$ cat src/rtl/fp_pkg.sv
// rtl/fp_pkg.sv - shared single-precision formats, FSM states and result packing
package fp_pkg;

    localparam int EXP_W    = 8;
    localparam int FRAC_W   = 23;
    localparam int EXP_BIAS = 127;
    localparam int EXP_MAX  = (1 << EXP_W) - 1;

    // raw adder sum is {carry, hidden, fraction}
    localparam int MANT_W   = FRAC_W + 2;
    localparam int RES_W    = 1 + EXP_W + FRAC_W;

    localparam int SIGN_POS = RES_W - 1;
    localparam int EXP_MSB  = FRAC_W + EXP_W - 1;
    localparam int EXP_LSB  = FRAC_W;
    localparam int FRAC_MSB = FRAC_W - 1;

    typedef enum logic [1:0] {
        IDLE  = 2'd0,
        NORM  = 2'd1,
        ROUND = 2'd2,
        OUT   = 2'd3
    } state_t;

    function automatic logic [RES_W-1:0] pack_result(
        input logic              sign,
        input logic [EXP_W-1:0]  exp,
        input logic [FRAC_W-1:0] frac
    );
        logic [RES_W-1:0] r;
        r                   = '0;
        r[SIGN_POS]         = sign;
        r[EXP_MSB:EXP_LSB]  = exp;
        r[FRAC_MSB:0]       = frac;
        return r;
    endfunction

endpackage

$ cat src/rtl/fp_norm_round_if.sv
// rtl/fp_norm_round_if.sv - operand and result handshake bundle for the normalize/round stage
interface fp_norm_round_if;
    import fp_pkg::*;

    logic              in_valid;
    logic              in_ready;
    logic              in_sign;
    logic [EXP_W-1:0]  in_exp;
    logic [MANT_W-1:0] in_mant;
    logic [2:0]        in_grs;

    logic              out_valid;
    logic              out_ready;
    logic [RES_W-1:0]  out_result;
    logic              out_zero;
    logic              out_ovf;
    logic              out_unf;

    modport master (
        output in_valid, in_sign, in_exp, in_mant, in_grs, out_ready,
        input  in_ready, out_valid, out_result, out_zero, out_ovf, out_unf
    );

    modport slave (
        input  in_valid, in_sign, in_exp, in_mant, in_grs, out_ready,
        output in_ready, out_valid, out_result, out_zero, out_ovf, out_unf
    );

endinterface

$ cat src/rtl/fp_round_rne.sv
// rtl/fp_round_rne.sv - combinational round-to-nearest-even increment on a normalized mantissa
module fp_round_rne #(
    parameter int MANT_W = 24
) (
    input  logic [MANT_W-1:0] mant,
    input  logic [2:0]        grs,
    output logic [MANT_W-1:0] mant_rnd,
    output logic              carry
);

    logic inc;

    // ties (G=1, R=S=0) only round up when that makes the LSB even
    assign inc = grs[2] & (grs[1] | grs[0] | mant[0]);

    assign {carry, mant_rnd} = {1'b0, mant} + {{MANT_W{1'b0}}, inc};

endmodule

$ cat src/rtl/fp_norm_round.sv
// rtl/fp_norm_round.sv - iterative post-add normalize, RNE round and IEEE-754 pack stage
module fp_norm_round
    import fp_pkg::*;
(
    input  logic           clk,
    input  logic           rst_n,
    fp_norm_round_if.slave bus
);

    state_t            state;
    logic              sign_r;
    logic [EXP_W:0]    exp_r;
    logic [MANT_W-1:0] mant_r;
    logic [2:0]        grs_r;
    logic [RES_W-1:0]  result_r;
    logic              zero_r;
    logic              ovf_r;
    logic              unf_r;

    logic [FRAC_W:0]   rnd_mant;
    logic              rnd_carry;
    logic [EXP_W:0]    exp_rnd;
    logic [FRAC_W-1:0] frac_rnd;
    logic              round_ovf;

    // in ROUND the carry bit is already clear, so only {hidden, fraction} is rounded
    fp_round_rne #(
        .MANT_W (FRAC_W + 1)
    ) u_round (
        .mant     (mant_r[FRAC_W:0]),
        .grs      (grs_r),
        .mant_rnd (rnd_mant),
        .carry    (rnd_carry)
    );

    assign exp_rnd   = exp_r + {{EXP_W{1'b0}}, rnd_carry};
    assign frac_rnd  = rnd_carry ? rnd_mant[FRAC_W:1] : rnd_mant[FRAC_W-1:0];
    assign round_ovf = (exp_rnd >= (EXP_W+1)'(EXP_MAX));

    assign bus.in_ready   = (state == IDLE);
    assign bus.out_valid  = (state == OUT);
    assign bus.out_result = result_r;
    assign bus.out_zero   = zero_r;
    assign bus.out_ovf    = ovf_r;
    assign bus.out_unf    = unf_r;

    always_ff @(posedge clk or negedge rst_n) begin
        if (!rst_n) begin
            state    <= IDLE;
            sign_r   <= 1'b0;
            exp_r    <= '0;
            mant_r   <= '0;
            grs_r    <= '0;
            result_r <= '0;
            zero_r   <= 1'b0;
            ovf_r    <= 1'b0;
            unf_r    <= 1'b0;
        end else begin
            case (state)
                IDLE: begin
                    if (bus.in_valid) begin
                        sign_r <= bus.in_sign;
                        exp_r  <= {1'b0, bus.in_exp};
                        mant_r <= bus.in_mant;
                        grs_r  <= bus.in_grs;
                        state  <= NORM;
                    end
                end
                NORM: begin
                    if (mant_r == '0 && grs_r == '0) begin
                        result_r <= pack_result(sign_r, '0, '0);
                        zero_r   <= 1'b1;
                        ovf_r    <= 1'b0;
                        unf_r    <= 1'b0;
                        state    <= OUT;
                    end else if (mant_r[MANT_W-1]) begin
                        // carry out of the adder: the dropped LSB becomes guard, the rest is sticky
                        mant_r <= {1'b0, mant_r[MANT_W-1:1]};
                        grs_r  <= {mant_r[0], grs_r[2], grs_r[1] | grs_r[0]};
                        exp_r  <= exp_r + 1'b1;
                        state  <= ROUND;
                    end else if (mant_r[MANT_W-2]) begin
                        state <= ROUND;
                    end else if (exp_r <= (EXP_W+1)'(1)) begin
                        result_r <= pack_result(sign_r, '0, '0);
                        zero_r   <= 1'b0;
                        ovf_r    <= 1'b0;
                        unf_r    <= 1'b1;
                        state    <= OUT;
                    end else begin
                        mant_r <= {mant_r[MANT_W-2:0], grs_r[2]};
                        grs_r  <= {grs_r[1], 1'b0, grs_r[0]};
                        exp_r  <= exp_r - 1'b1;
                    end
                end
                ROUND: begin
                    if (round_ovf) begin
                        result_r <= pack_result(sign_r, '1, '0);
                    end else begin
                        result_r <= pack_result(sign_r, exp_rnd[EXP_W-1:0], frac_rnd);
                    end
                    zero_r <= 1'b0;
                    ovf_r  <= round_ovf;
                    unf_r  <= 1'b0;
                    state  <= OUT;
                end
                OUT: begin
                    if (bus.out_ready) begin
                        state <= IDLE;
                    end
                end
                default: state <= IDLE;
            endcase
        end
    end

endmodule

$ cat src/flat_wrapper.sv
// flat-port wrapper written by rule: the top's interface ports become plain ports
module fp_norm_round_flat import fp_pkg::*;
  (clk, rst_n, bus_in_valid, bus_in_sign, bus_in_exp, bus_in_mant, bus_in_grs, bus_out_ready, bus_in_ready, bus_out_valid, bus_out_result, bus_out_zero, bus_out_ovf, bus_out_unf);
  fp_norm_round_if bus_i ();
  input  logic clk;
  input  logic rst_n;
  input wire logic [$bits(bus_i.in_valid)-1:0] bus_in_valid;
  input wire logic [$bits(bus_i.in_sign)-1:0] bus_in_sign;
  input wire logic [$bits(bus_i.in_exp)-1:0] bus_in_exp;
  input wire logic [$bits(bus_i.in_mant)-1:0] bus_in_mant;
  input wire logic [$bits(bus_i.in_grs)-1:0] bus_in_grs;
  input wire logic [$bits(bus_i.out_ready)-1:0] bus_out_ready;
  output wire logic [$bits(bus_i.in_ready)-1:0] bus_in_ready;
  output wire logic [$bits(bus_i.out_valid)-1:0] bus_out_valid;
  output wire logic [$bits(bus_i.out_result)-1:0] bus_out_result;
  output wire logic [$bits(bus_i.out_zero)-1:0] bus_out_zero;
  output wire logic [$bits(bus_i.out_ovf)-1:0] bus_out_ovf;
  output wire logic [$bits(bus_i.out_unf)-1:0] bus_out_unf;
  assign bus_i.in_valid = bus_in_valid;
  assign bus_i.in_sign = bus_in_sign;
  assign bus_i.in_exp = bus_in_exp;
  assign bus_i.in_mant = bus_in_mant;
  assign bus_i.in_grs = bus_in_grs;
  assign bus_i.out_ready = bus_out_ready;
  assign bus_in_ready = bus_i.in_ready;
  assign bus_out_valid = bus_i.out_valid;
  assign bus_out_result = bus_i.out_result;
  assign bus_out_zero = bus_i.out_zero;
  assign bus_out_ovf = bus_i.out_ovf;
  assign bus_out_unf = bus_i.out_unf;
  fp_norm_round u_core (.clk(clk), .rst_n(rst_n), .bus(bus_i));
endmodule
$ cat config.mk
export PLATFORM = sky130hd
export DESIGN_NAME = fp_norm_round_flat
export DESIGN_NICKNAME = d
export VERILOG_FILES = /design/src/rtl/fp_pkg.sv /design/src/rtl/fp_norm_round_if.sv /design/src/rtl/fp_round_rne.sv /design/src/rtl/fp_norm_round.sv /design/src/flat_wrapper.sv
export SDC_FILE = /design/constraint.sdc
export NUM_CORES = 1
export LEC_CHECK = 0
export CAP_MARGIN = 20
export CORE_MARGIN = 2
export CORE_UTILIZATION = 55
export CTS_CLUSTER_DIAMETER = 150
export DETAILED_ROUTE_END_ITERATION = 8
export GPL_TIMING_DRIVEN = 0
export PLACE_DENSITY = 0.82
export SYNTH_ARGS = -nofsm -noshare
export SYNTH_HDL_FRONTEND = slang
export SYNTH_SLANG_ARGS = --single-unit
export TNS_END_PERCENT = 1
$ cat constraint.sdc
create_clock -name clk -period 4.7 [get_ports clk]
set_clock_uncertainty 0.1 [all_clocks]
set_input_delay 0.705 -clock clk [delete_from_list [all_inputs] [get_ports clk]]
set_output_delay 0.705 -clock clk [all_outputs]
set_load 0.02 [all_outputs]
[After elaboration in Yosys (flattened, before gate mapping)]
Cells that the tools add are included.
Word-level totals
  bits of input ports: 41
  flip-flop bits (word level): 75
Operators by class
  multiplexer cells: 44
  order comparisons: 2
  $add $sub $neg: 4
  equal/unequal tests: 13
  bitwise operators: 3
  reductions and logical operators: 12
Operator list (number)
  32-bit two-way mux: 4
  25-bit two-way mux: 4
  32-bit one-hot mux with 2 select lines: 1
  25-bit one-hot mux with 2 select lines: 1
  9-bit two-way mux: 5
  31-bit two-way mux: 1
  24-bit by 1-bit adder with 25-bit output: 1
  25-bit logical NOT: 1
  24-bit two-way mux: 1
  23-bit two-way mux: 1
  9-bit one-hot mux with 2 select lines: 1
  3-bit two-way mux: 5
  2-bit two-way mux: 6
  9-bit by 1-bit adder with 9-bit output: 1
  9-bit by 1-bit adder with 9-bit output, second input constant: 1
  9-bit by 8-bit greater-or-equal comparator with 1-bit output, second input constant: 1
  9-bit by 1-bit less-or-equal comparator with 1-bit output, second input constant: 1
  1-bit two-way mux: 9
  9-bit by 1-bit subtractor with 9-bit output, second input constant: 1
  2-bit one-hot mux with 4 select lines: 1
  4-bit AND reduction: 2
  2-bit inequality test, second input constant: 3
  3-bit by 2-bit inequality test with 1-bit output, second input constant: 2
  3-bit inequality test, second input constant: 2
  16 further kinds: 22

[Longest topological paths before layout]
  word-level depth: 8
  depth in mapped cells: 16
  mapped depth without buffers: 11

[Modules after synthesis]
From an unflattened synthesis, not the netlist that was laid out.
Unflattened totals
  cells, all modules: 505
  area, all modules: 4829.6 um2
By module, submodules not included
  fp_norm_round: cells each 435, sequential area each 1876.8 um2, times used 1, area each 4314.1 um2
  fp_round_rne: cells each 70, sequential area each 0.0 um2, times used 1, area each 515.5 um2

[Least setup slack after synthesis]
OpenSTA, ideal clock, no wires.
  kind: reg2reg
  from: register u_core.mant_r[0]
  to: register u_core.result_r[0], in the netlist u_core.bus.out_result[0]
  buffers on the path: 5
  clock period less this slack: 3880 ps
  setup time: 126 ps
  data required time: 4474 ps
  data arrival time: 3654 ps
  cell stages (with the launch flop): 17
  slack: 820 ps
  cell sequence: dfrtp_1 -> and2_1 -> ha_1 -> nand4_1 -> nor2_1 -> and4_1 -> buf_2 -> buf_2 -> ha_1 -> clkbuf_1 -> nand3b_1 -> o31a_1 -> nor4_1 -> or3_1 -> clkbuf_1 -> buf_2 -> o31ai_1
On the way
  longest elaborated chain between the ends: 7
Ends and longest elaborated chain
  start: declaration: RTL line fp_norm_round.sv:13  | logic [MANT_W-1:0] mant_r;
  start signal: assignment: RTL line fp_norm_round.sv:64  | mant_r <= bus.in_mant;
  start signal: assignment: RTL line fp_norm_round.sv:78  | mant_r <= {1'b0, mant_r[MANT_W-1:1]};
  start signal: assignment: RTL line fp_norm_round.sv:91  | mant_r <= {mant_r[MANT_W-2:0], grs_r[2]};
  1-bit OR: RTL line fp_round_rne.sv:14  | assign inc = grs[2] & (grs[1] | grs[0] | mant[0]);
  1-bit bitwise AND: RTL line fp_round_rne.sv:14
  24-bit by 1-bit adder with 25-bit output: RTL line fp_round_rne.sv:16  | assign {carry, mant_rnd} = {1'b0, mant} + {{MANT_W{1'b0}}, inc};
  9-bit by 1-bit adder with 9-bit output: RTL line fp_norm_round.sv:36  | assign exp_rnd = exp_r + {{EXP_W{1'b0}}, rnd_carry};
  9-bit by 8-bit greater-or-equal comparator with 1-bit output: RTL line fp_norm_round.sv:38  | assign round_ovf = (exp_rnd >= (EXP_W+1)'(EXP_MAX));
  31-bit two-way mux: RTL line fp_norm_round.sv:97  | if (round_ovf) begin
  32-bit one-hot mux with 2 select lines: RTL line fp_norm_round.sv:59  | case (state)
  end signal: assignment: RTL line fp_norm_round.sv:71  | result_r <= pack_result(sign_r, '0, '0);
  end signal: assignment: RTL line fp_norm_round.sv:98  | result_r <= pack_result(sign_r, '1, '0);
  end signal: assignment: RTL line fp_norm_round.sv:100  | result_r <= pack_result(sign_r, exp_rnd[EXP_W-1:0], frac_rnd);
  end: declaration: RTL line fp_norm_round.sv:15  | logic [RES_W-1:0] result_r;
Parallel ways exist; a longest one is shown, timed or not.
A chain may end at the register's enable or synchronous reset.

[Worst setup path in the final report]
  from: register u_core.grs_r[2]
  to: register u_core.result_r[4], in the netlist u_core.bus.out_result[4]
On the way
  longest elaborated chain between the ends: 6
Ends and longest elaborated chain
  start: declaration: RTL line fp_norm_round.sv:14  | logic [2:0] grs_r;
  start signal: assignment: RTL line fp_norm_round.sv:65  | grs_r <= bus.in_grs;
  start signal: assignment: RTL line fp_norm_round.sv:79  | grs_r <= {mant_r[0], grs_r[2], grs_r[1] | grs_r[0]};
  start signal: assignment: RTL line fp_norm_round.sv:92  | grs_r <= {grs_r[1], 1'b0, grs_r[0]};
  1-bit bitwise AND: RTL line fp_round_rne.sv:14
  24-bit by 1-bit adder with 25-bit output: RTL line fp_round_rne.sv:16
  9-bit by 1-bit adder with 9-bit output: RTL line fp_norm_round.sv:36
  9-bit by 8-bit greater-or-equal comparator with 1-bit output: RTL line fp_norm_round.sv:38
  31-bit two-way mux: RTL line fp_norm_round.sv:97
  32-bit one-hot mux with 2 select lines: RTL line fp_norm_round.sv:59
Parallel ways exist; a longest one is shown, timed or not.

==> metrics.cfg <==
[yosys]
synth_top_area_share_pct=38.0
synthTopCellsByArea=dfrtp_1 38%, mux2_2 7.1%, a221o_1 4.5%, and3_1 3.8%, nand3_1 3.2%
yosysWarnings=0
synth_largest_area_cell=dfrtp_1
async_reset_ff_share_pct=100
synth_cell_type_count=54
syn_area_per_cell_sq_um=9.32
synth_ff_type=dfrtp_1
synth_edf_count=0
ys_ff_latch=75
syn_nets=581
synth_cells=530
synth.cell_area_sq_mm=0.00494
ys_seq_area_share_pct=38.0

[routing]
wire_per_inst_um=18.9
post-route-drc-count=0
initialDrtViolationCount=363
ant_nets=0
routed-via-count=4707
dr.pass1.iters=5
routed_wl_um=13800
vias_per_cell=6.46

[pwr]
power_density_mw_per_mm2=699
vdd_drop_max_uv=348
p_total_mw=4.24
leakage_nw=2.55

[setup_path]
cp-end-kind=flop
r2r_end=u_core.bus.out_result[4]
crit_arrival_ns=4.48
cp_max_fo=11
ff2ff_path_depth=14
critPathRequiredTime_ns=4.85
worstReg2RegStart=u_core.grs_r[2]
rrSetupSlack_ns=0.37
startpoint=u_core.grs_r[2]
crit_type=flop to flop
startpoint_type=flop
cp-endpoint=u_core.bus.out_result[4]

[global_route]
gr-total-overflow=0
antenna_found_initial=0
track_usage_pct=28.5
grt_max_degree=58
grt_pass1_wl_um=22600
grt_pass1_vias=4511

[timing]
slew_headroom_pct=36.4
setup_tns_ns=0
drv_slew=0
fmax_mhz=231
hold_viol_final=0
rsz0062_at_grt=false
min_period_over_period_pct=92.1
worst_pin_slew_ns=0.950
min_period_ns=4.33
setup_violations=0

[cells_and_area]
seqCellArea_sq_mm=0.00188
syn2layout_area_growth_pct=22.8
antenna_cells=0
drive_gt1_share_pct=12.4
fin_area_sq_mm=0.00607
layout_common_cells=76 x clkdlybuf4s50_1, 75 x dfrtp_1, 33 x clkbuf_1, 32 x nand3_1, 31 x mux2_2
fin_util_pct=69.6
layout_commonest_cell=clkdlybuf4s50_1
multi_input_area_sq_mm=0.00275
fillers=713
nNetsFinal=669

[clocking]
cts_buffers=9
path_clk_slew_ns=0.08
h-tree-depth=3
numClockSinks=75
postCtsSetupBuffers=0
root_buffer=clkbuf_8
cts.path.max_buffers=2
cts_hold_buf=0
cts_tree=yes
clkLatencyLatePin_ns=0.35

[die]
core_area_sq_mm=0.00872
die_area_sq_mm=0.00976
initial_core_util_pct=56.6
die_w_um=98.8
die_y_um=98.8
ioPinCount=78
row_count=34

[job]
maxCapViolCount=0

[placement]
io_buffers=77
place_hpwl_um=10000
place.gp.congestion=0.930
place_area_sq_mm=0.00587

[run_status]
status=completed

[worst_hold_path]
hp-class=input port to asynchronous set/reset pin

[power breakdown]
group          internal, mW  total (mW)  switching, mW
Sequential            0.918        1.17          0.250
Combinational          1.08        2.58           1.50
Clock                 0.253       0.494          0.241
[layout make-up]
cell class,count,share of cell area (%)
clock buffer,11,2.33
tap,108,2.23
timing repair buffer,78,13.1
sequential,75,30.9
buffer,52,4.23
clock inverter,3,0.660
multi-input combinational,384,45.4
inverter,18,1.11
[metal layers]
layer  part of all wire (%)  up-vias  GRT usage, %  wire (um)
li1                       -     2185             -          -
met1                     44     2241          41.9       5990
met2                     47      258          43.9       6430
met3                    7.9       23          3.40       1080
met4                    1.8        0          9.91        252
met5                      0        -             0          0
[through the flow]
stage	cells	hold slack, ns	setup slack, ns
after floorplan	530	0.309	0.820
after global placement	715	0.361	0.222
after detailed placement	716	0.367	0.132
after CTS	730	0.135	0.0992
after global routing	729	0.143	0.0212
final	729	0.124	0.373
[state kept, by name (all words and copies together) (netlist names)]
register,cells
u_core.sign_r,1
u_core.exp_r,9
u_core.bus.out_unf,1
u_core.mant_r,25
u_core.bus.out_result,32
u_core.grs_r,3
u_core.bus.out_zero,1
u_core.bus.out_ovf,1
u_core.state,2
[worst max-delay path, stage by stage (launching register included)]
cell and delay [ns]:
dfrtp_1 0.47, and2_1 0.17, ha_1 0.23, nand4_1 0.29, nor2_4 0.29, and4_1 0.21, buf_2 0.19, buf_2 0.27
ha_1 0.26, nand4_1 0.27, o21ai_2 0.26, nand2_1 0.19, or3_1 0.52, buf_2 0.23, o31ai_1 0.26
[cell usage after synthesis (13+ instances only)]
cell type and instances:
dfrtp_1 75, clkbuf_1 33, nand3_1 32, mux2_2 31
and3_1 30, a21oi_1 28, nand2_1 24, nor2_1 23
a221o_1 22, inv_1 18, o21ai_0 16, nand4_1 15
mux2i_1 13, nor4_1 13, xor2_1 13
[kinds of logic (layout without fill, tap and decap cells)]
group / after synthesis / after routing / share of synthesized area [%]
xor gates and xnor gates: 24 / 24 / 4.26
DFF: 75 / 75 / 38.0
AOI/OAI and AO/OA: 128 / 128 / 19.1
muxes: 44 / 44 / 9.70
adders and majority gates: 10 / 10 / 2.53
and+or+nand+nor: 178 / 178 / 19.8
buffers and inverters: 71 / 162 / 6.64
[repair_timing]
action / CTS / global route
setup endpoints to repair: 0 / 23
gates resized for setup: 0 / 4
endpoints found under the hold margin: 0 / 0
[worst min-delay path by stage]
stage	start	end
floorplan	rst_n	u_core.bus.out_ovf
global placement	u_core.bus.out_unf	u_core.bus.out_unf
detailed placement	u_core.bus.out_unf	u_core.bus.out_unf
CTS	rst_n	u_core.exp_r[6]
global route	rst_n	u_core.exp_r[6]
finish	rst_n	u_core.exp_r[6]
Power figures use the tool's default switching activity.
